==> src/rtl/writeback_stage.sv <==
// Final pipeline stage: registers memory-stage results, extracts and extends load
// data, selects the register-file write value and counts retired instructions.
module writeback_stage #(
    parameter int ADDR_WIDTH = 64,
    parameter int DATA_WIDTH = 64,
    parameter int REG_ADDR_W = 5
) (
    input  logic                  i_clk,
    input  logic                  i_arst,
    input  logic                  i_stall_wb,
    input  logic                  i_flush_wb,
    input  logic                  i_valid,
    input  logic [2:0]            i_result_src,
    input  logic                  i_reg_we,
    input  logic [REG_ADDR_W-1:0] i_rd_addr,
    input  logic [2:0]            i_func3,
    input  logic [DATA_WIDTH-1:0] i_alu_result,
    input  logic [DATA_WIDTH-1:0] i_mem_read_data,
    input  logic [ADDR_WIDTH-1:0] i_pc_plus4,
    input  logic [ADDR_WIDTH-1:0] i_pc_target,
    input  logic [DATA_WIDTH-1:0] i_imm_ext,
    output logic [DATA_WIDTH-1:0] o_rd_write_data,
    output logic [REG_ADDR_W-1:0] o_rd_addr,
    output logic                  o_reg_we,
    output logic [63:0]           o_retired_count
);

    logic                  valid_q;
    logic                  reg_we_q;
    logic [2:0]            result_src_q;
    logic [REG_ADDR_W-1:0] rd_q;
    logic [2:0]            func3_q;
    logic [DATA_WIDTH-1:0] alu_result_q;
    logic [DATA_WIDTH-1:0] mem_data_q;
    logic [ADDR_WIDTH-1:0] pc_plus4_q;
    logic [ADDR_WIDTH-1:0] pc_target_q;
    logic [DATA_WIDTH-1:0] imm_ext_q;
    logic [63:0]           retired_q;

    always_ff @(posedge i_clk) begin
        if (!i_arst) begin
            valid_q      <= 1'b0;
            reg_we_q     <= 1'b0;
            result_src_q <= '0;
            rd_q         <= '0;
            func3_q      <= '0;
            alu_result_q <= '0;
            mem_data_q   <= '0;
            pc_plus4_q   <= '0;
            pc_target_q  <= '0;
            imm_ext_q    <= '0;
            retired_q    <= '0;
        end else begin
            // Retire when the occupant leaves the stage; a stalled one is counted on release.
            if (valid_q && !i_stall_wb)
                retired_q <= retired_q + 64'd1;

            if (i_flush_wb) begin
                valid_q  <= 1'b0;
                reg_we_q <= 1'b0;
            end else if (!i_stall_wb) begin
                valid_q      <= i_valid;
                reg_we_q     <= i_reg_we;
                result_src_q <= i_result_src;
                rd_q         <= i_rd_addr;
                func3_q      <= i_func3;
                alu_result_q <= i_alu_result;
                mem_data_q   <= i_mem_read_data;
                pc_plus4_q   <= i_pc_plus4;
                pc_target_q  <= i_pc_target;
                imm_ext_q    <= i_imm_ext;
            end
        end
    end

    // Lane extraction; low offset bits below the access size are dropped.
    logic [2:0]            off;
    logic [7:0]            byte_v;
    logic [15:0]           half_v;
    logic [31:0]           word_v;
    logic [DATA_WIDTH-1:0] load_data;
    logic [DATA_WIDTH-1:0] result;

    assign off    = alu_result_q[2:0];
    assign byte_v = 8'(mem_data_q >> {off, 3'b000});
    assign half_v = 16'(mem_data_q >> {off[2:1], 4'b0000});
    assign word_v = 32'(mem_data_q >> {off[2], 5'b00000});

    always_comb begin
        load_data = '0;
        case (func3_q)
            3'b000:  load_data = {{(DATA_WIDTH-8){byte_v[7]}}, byte_v};
            3'b001:  load_data = {{(DATA_WIDTH-16){half_v[15]}}, half_v};
            3'b010:  load_data = {{(DATA_WIDTH-32){word_v[31]}}, word_v};
            3'b011:  load_data = mem_data_q;
            3'b100:  load_data = {{(DATA_WIDTH-8){1'b0}}, byte_v};
            3'b101:  load_data = {{(DATA_WIDTH-16){1'b0}}, half_v};
            3'b110:  load_data = {{(DATA_WIDTH-32){1'b0}}, word_v};
            default: load_data = '0;
        endcase
    end

    always_comb begin
        result = '0;
        case (result_src_q)
            3'b000:  result = alu_result_q;
            3'b001:  result = load_data;
            3'b010:  result = DATA_WIDTH'(pc_plus4_q);
            3'b011:  result = imm_ext_q;
            3'b100:  result = DATA_WIDTH'(pc_target_q);
            default: result = '0;
        endcase
    end

    assign o_rd_write_data = result;
    assign o_rd_addr       = rd_q;
    assign o_reg_we        = reg_we_q && valid_q && (rd_q != '0);
    assign o_retired_count = retired_q;

endmodule
==> config.mk <==
export PLATFORM = sky130hd
export DESIGN_NAME = writeback_stage
export DESIGN_NICKNAME = d
export VERILOG_FILES = /design/src/rtl/writeback_stage.sv
export SDC_FILE = /design/constraint.sdc
export NUM_CORES = 1
export LEC_CHECK = 0
export ABC_AREA = 1
export BUFFER_PORTS_ARGS = -buffer_cell sky130_fd_sc_hd__buf_2
export CAP_MARGIN = 5
export CORE_ASPECT_RATIO = 0.6
export CORE_MARGIN = 5
export CORE_UTILIZATION = 40
export CTS_CLUSTER_SIZE = 10
export DETAILED_ROUTE_END_ITERATION = 6
export GPL_TIMING_DRIVEN = 0
export SYNTH_ARGS = -nofsm -noshare
export SYNTH_HDL_FRONTEND = slang
export SYNTH_SLANG_ARGS = --single-unit
==> constraint.sdc <==
create_clock -name i_clk -period 1.9 [get_ports i_clk]
set_input_delay 0.38 -clock i_clk [delete_from_list [all_inputs] [get_ports i_clk]]
set_output_delay 0.38 -clock i_clk [all_outputs]
set_load 0.05 [all_outputs]
==> impl_metrics.yaml <==
synth:
  syn_avg_cell_area_um2: 6.81
  seq_area_frac_synth_pct: 42.5
  synth_ff_type: "dfxtp_1"
  syn_nets: 3082
  synthCells: 2744
  synth_top_area_cell: "dfxtp_1"
  yosysWarnings: 0
  ys_ff_latch: 397
  synth_edf_count: 0
  synth_top_area_share_pct: 42.5
  synthTopCellsByCount: "594 x nor2_1, 460 x o21ai_0, 397 x dfxtp_1"
  synthArstFlopShare_pct: 0
  yosysMostFrequentCell: "nor2_1"
  ys_types: 48
  syn_area_mm2: 0.0187
  netlist_top_cells_area: "dfxtp_1 43%, o21ai_0 12%, nor2_1 12%"
grt:
  antenna_found_initial: 8
  grt_start_max_net_pins: 13
  overflow: 0
  groute.usage.overall_pct: 37.6
  grt_pass1_vias: 21000
  grt_pass1_wl_um: 141000
place:
  placed_area_mm2: 0.0220
  dp_hpwl_um: 79500
  io_buffers: 469
  dp_slack_ns: -1.17
  place.gp.congestion: 1.07
worst_setup_path:
  end_kind: "output pin"
  cp_max_fo: 8
  critPathRequiredTime_ns: 1.52
  worstSetupPathType: "flop to output pin"
  worstSetupStartpointType: "flop"
  r2r_slack_ns: -0.01
  arrival_ns: 2.48
clock_tree:
  worst_skew_pair.late_latency_ns: 0.58
  cts_tree: "built"
  clk_path_buf_depth: 3
  cts_root_buf: "clkbuf_16"
  cts-buffers-inserted: 46
  clk_pin_slew_worst_paths_ns: 0.06
  cts_htree_levels: 2
  hold_buffers: 0
  cts_sinks: 397
routing:
  vias: 22900
  via_per_inst: 5.79
  routed_wl_um: 103000
  drt_iter0_markers: 2928
  ant_nets: 0
  wl_per_cell_um: 25.9
  drc: 1
  drt-pass1-iter-count: 7
flow_run:
  cap_viol_max_count: 0
sta:
  maxSlewHeadroom_pct: 31.0
  fin_skew_ns: 0.0124
  fin_crit_sh_pct: 150
  setup_violations: 67
  timing.final.ws_setup_ns: -0.957
  hold_violations: 0
  slew_viol_final: 0
  fmax_ghz: 0.350
  worst-slew-pin-transition_ns: 1.04
  min_period_ns: 2.86
  rsz0062_at_grt: "yes"
die:
  io-pin-count: 471
  die-area_mm2: 0.0513
  rows: 61
  start_util_pct: 40.4
  core_area_mm2: 0.0463
  dieHeight_um: 177
  chipWidth_um: 289
outcome:
  status: "complete, but fails checks"
  violations: "design-rule violations, negative setup slack"
cells_and_area:
  num-fill-cells: 4494
  nets: 3653
  stdcell_area_mm2: 0.0265
  synthToLayoutAreaGrowth_pct: 41.7
  final_layout_size_suffix_gt1_share_pct: 31.0
power:
  combinationalPowerShare_pct: 22.2
  p_leak_nw: 11.9
  p_seq_share_pct: 41.3
  pwr-share-clk_pct: 36.5
  power.switching_mw: 7.20
  p_int_mw: 15.0
  power.density_mw_per_mm2: 840
  vdd_drop_max_v: 0.000795
  netSwitchingFraction_pct: 32.4
hold_path:
  hp-class: "input pin to flop"
## flip-flops by register name (all words and copies together) (netlist names)
register	cells
alu_result_q	64
imm_ext_q	64
mem_data_q	64
o_retired_count	64
pc_plus4_q	64
pc_target_q	64
o_rd_addr	5
func3_q	3
result_src_q	3
reg_we_q	1
valid_q	1
## power by group through the flow
stage	Clock (mW)	Sequential, mW	Combinational [mW]
floorplan	0	9.16	2.13
CTS	8.11	9.15	4.45
detailed placement	0	9.30	3.68
global placement	0	9.29	3.66
global route	8.41	9.22	5.13
finish	8.11	9.19	4.94
## placed cells by master (no fill, tap or decap), types with 43 or more instances in the layout
| cell | n |
|---|---|
| nor2_1 | 573 |
| o21ai_0 | 429 |
| buf_2 | 424 |
| dfxtp_1 | 371 |
| nand2_1 | 236 |
| inv_1 | 189 |
| a21oi_1 | 139 |
| nand3_1 | 115 |
| clkbuf_1 | 91 |
| nand2_2 | 89 |
| buf_8 | 64 |
| clkbuf_16 | 53 |
| nand2_4 | 43 |
## cells by family (layout without fill, tap and decap cells)
family / count (synthesis) / after routing / share of synthesized area [%]
AOI/OAI and AO/OA: 726 / 726 / 21.2
adders and majority gates: 1 / 1 / 0.0669
other: 0 / 5 / 0
muxes: 1 / 1 / 0.0535
xor gates and xnor gates: 11 / 11 / 0.515
DFF: 397 / 397 / 42.5
and+or+nand+nor: 1217 / 1218 / 27.3
buffers and inverters: 391 / 968 / 8.41
## critical path, cell delays in order, from the launching register on
cell and delay (ns):
dfxtp_2 0.33, buf_6 0.13, nand2_2 0.06, o21ai_2 0.06
or2_1 0.21, nand3_1 0.08, nand2_2 0.09, nand2_4 0.11
buf_12 0.18, buf_12 0.16, nand3_1 0.10, nand2_2 0.11
nand2_2 0.08, buf_6 0.17
## per-stage QoR
| stage | total power, mW | hold WS, ns | TNS [ns] | util [%] | instances |
|---|---|---|---|---|---|
| floorplan | 11.3 | 0.425 | 0 | - | 2744 |
| global placement | 13.0 | 0.435 | -227.85 | 47.6 | 3843 |
| detailed placement | 13.0 | 0.443 | -240.96 | 47.6 | 3843 |
| CTS | 21.7 | 0.0164 | -51.51 | 54.5 | 3923 |
| global route | 22.8 | 0.0311 | -56.52 | 57.3 | 3956 |
| finish | 22.2 | 0.0287 | -54.19 | 57.3 | 3957 |
## path summary, 6_finish.rpt
kind,startpoint,end,cells after the start
worst max-delay path,alu_result_q[1],o_rd_write_data[33],13
worst max register to register,o_retired_count[0],o_retired_count[56],11
worst min-delay path,i_pc_target[31],pc_target_q[31],3
worst min register to register,imm_ext_q[40],imm_ext_q[40],2
## layout make-up
type	instances	area, um^2	share of cell area [%]
inverter	205	801	3.02
clock buffer	51	1180	4.45
buffer	184	1290	4.86
tap	630	788	2.98
timing repair buffer	524	3570	13.5
clock inverter	4	71.3	0.269
multi-input combinational	1957	10800	40.7
sequential	397	8000	30.2
antenna	5	12.5	0.0472
## routing by layer
layer	GRT usage [%]	vias up	share of wire [%]
met2	51.6	1525	39
met1	56.3	10900	43
li1	-	10200	-
met4	12.2	4	3.8
met5	0	-	0.026
met3	10.3	217	13
## repair_timing
item                                    in CTS  in global routing
pin swaps                                   36                 52
endpoints found under the setup margin     155                111
cloned                                       8                  3
buffers inserted                            17                 31
resized for setup                          487                280
Power figures use the tool's default switching activity.
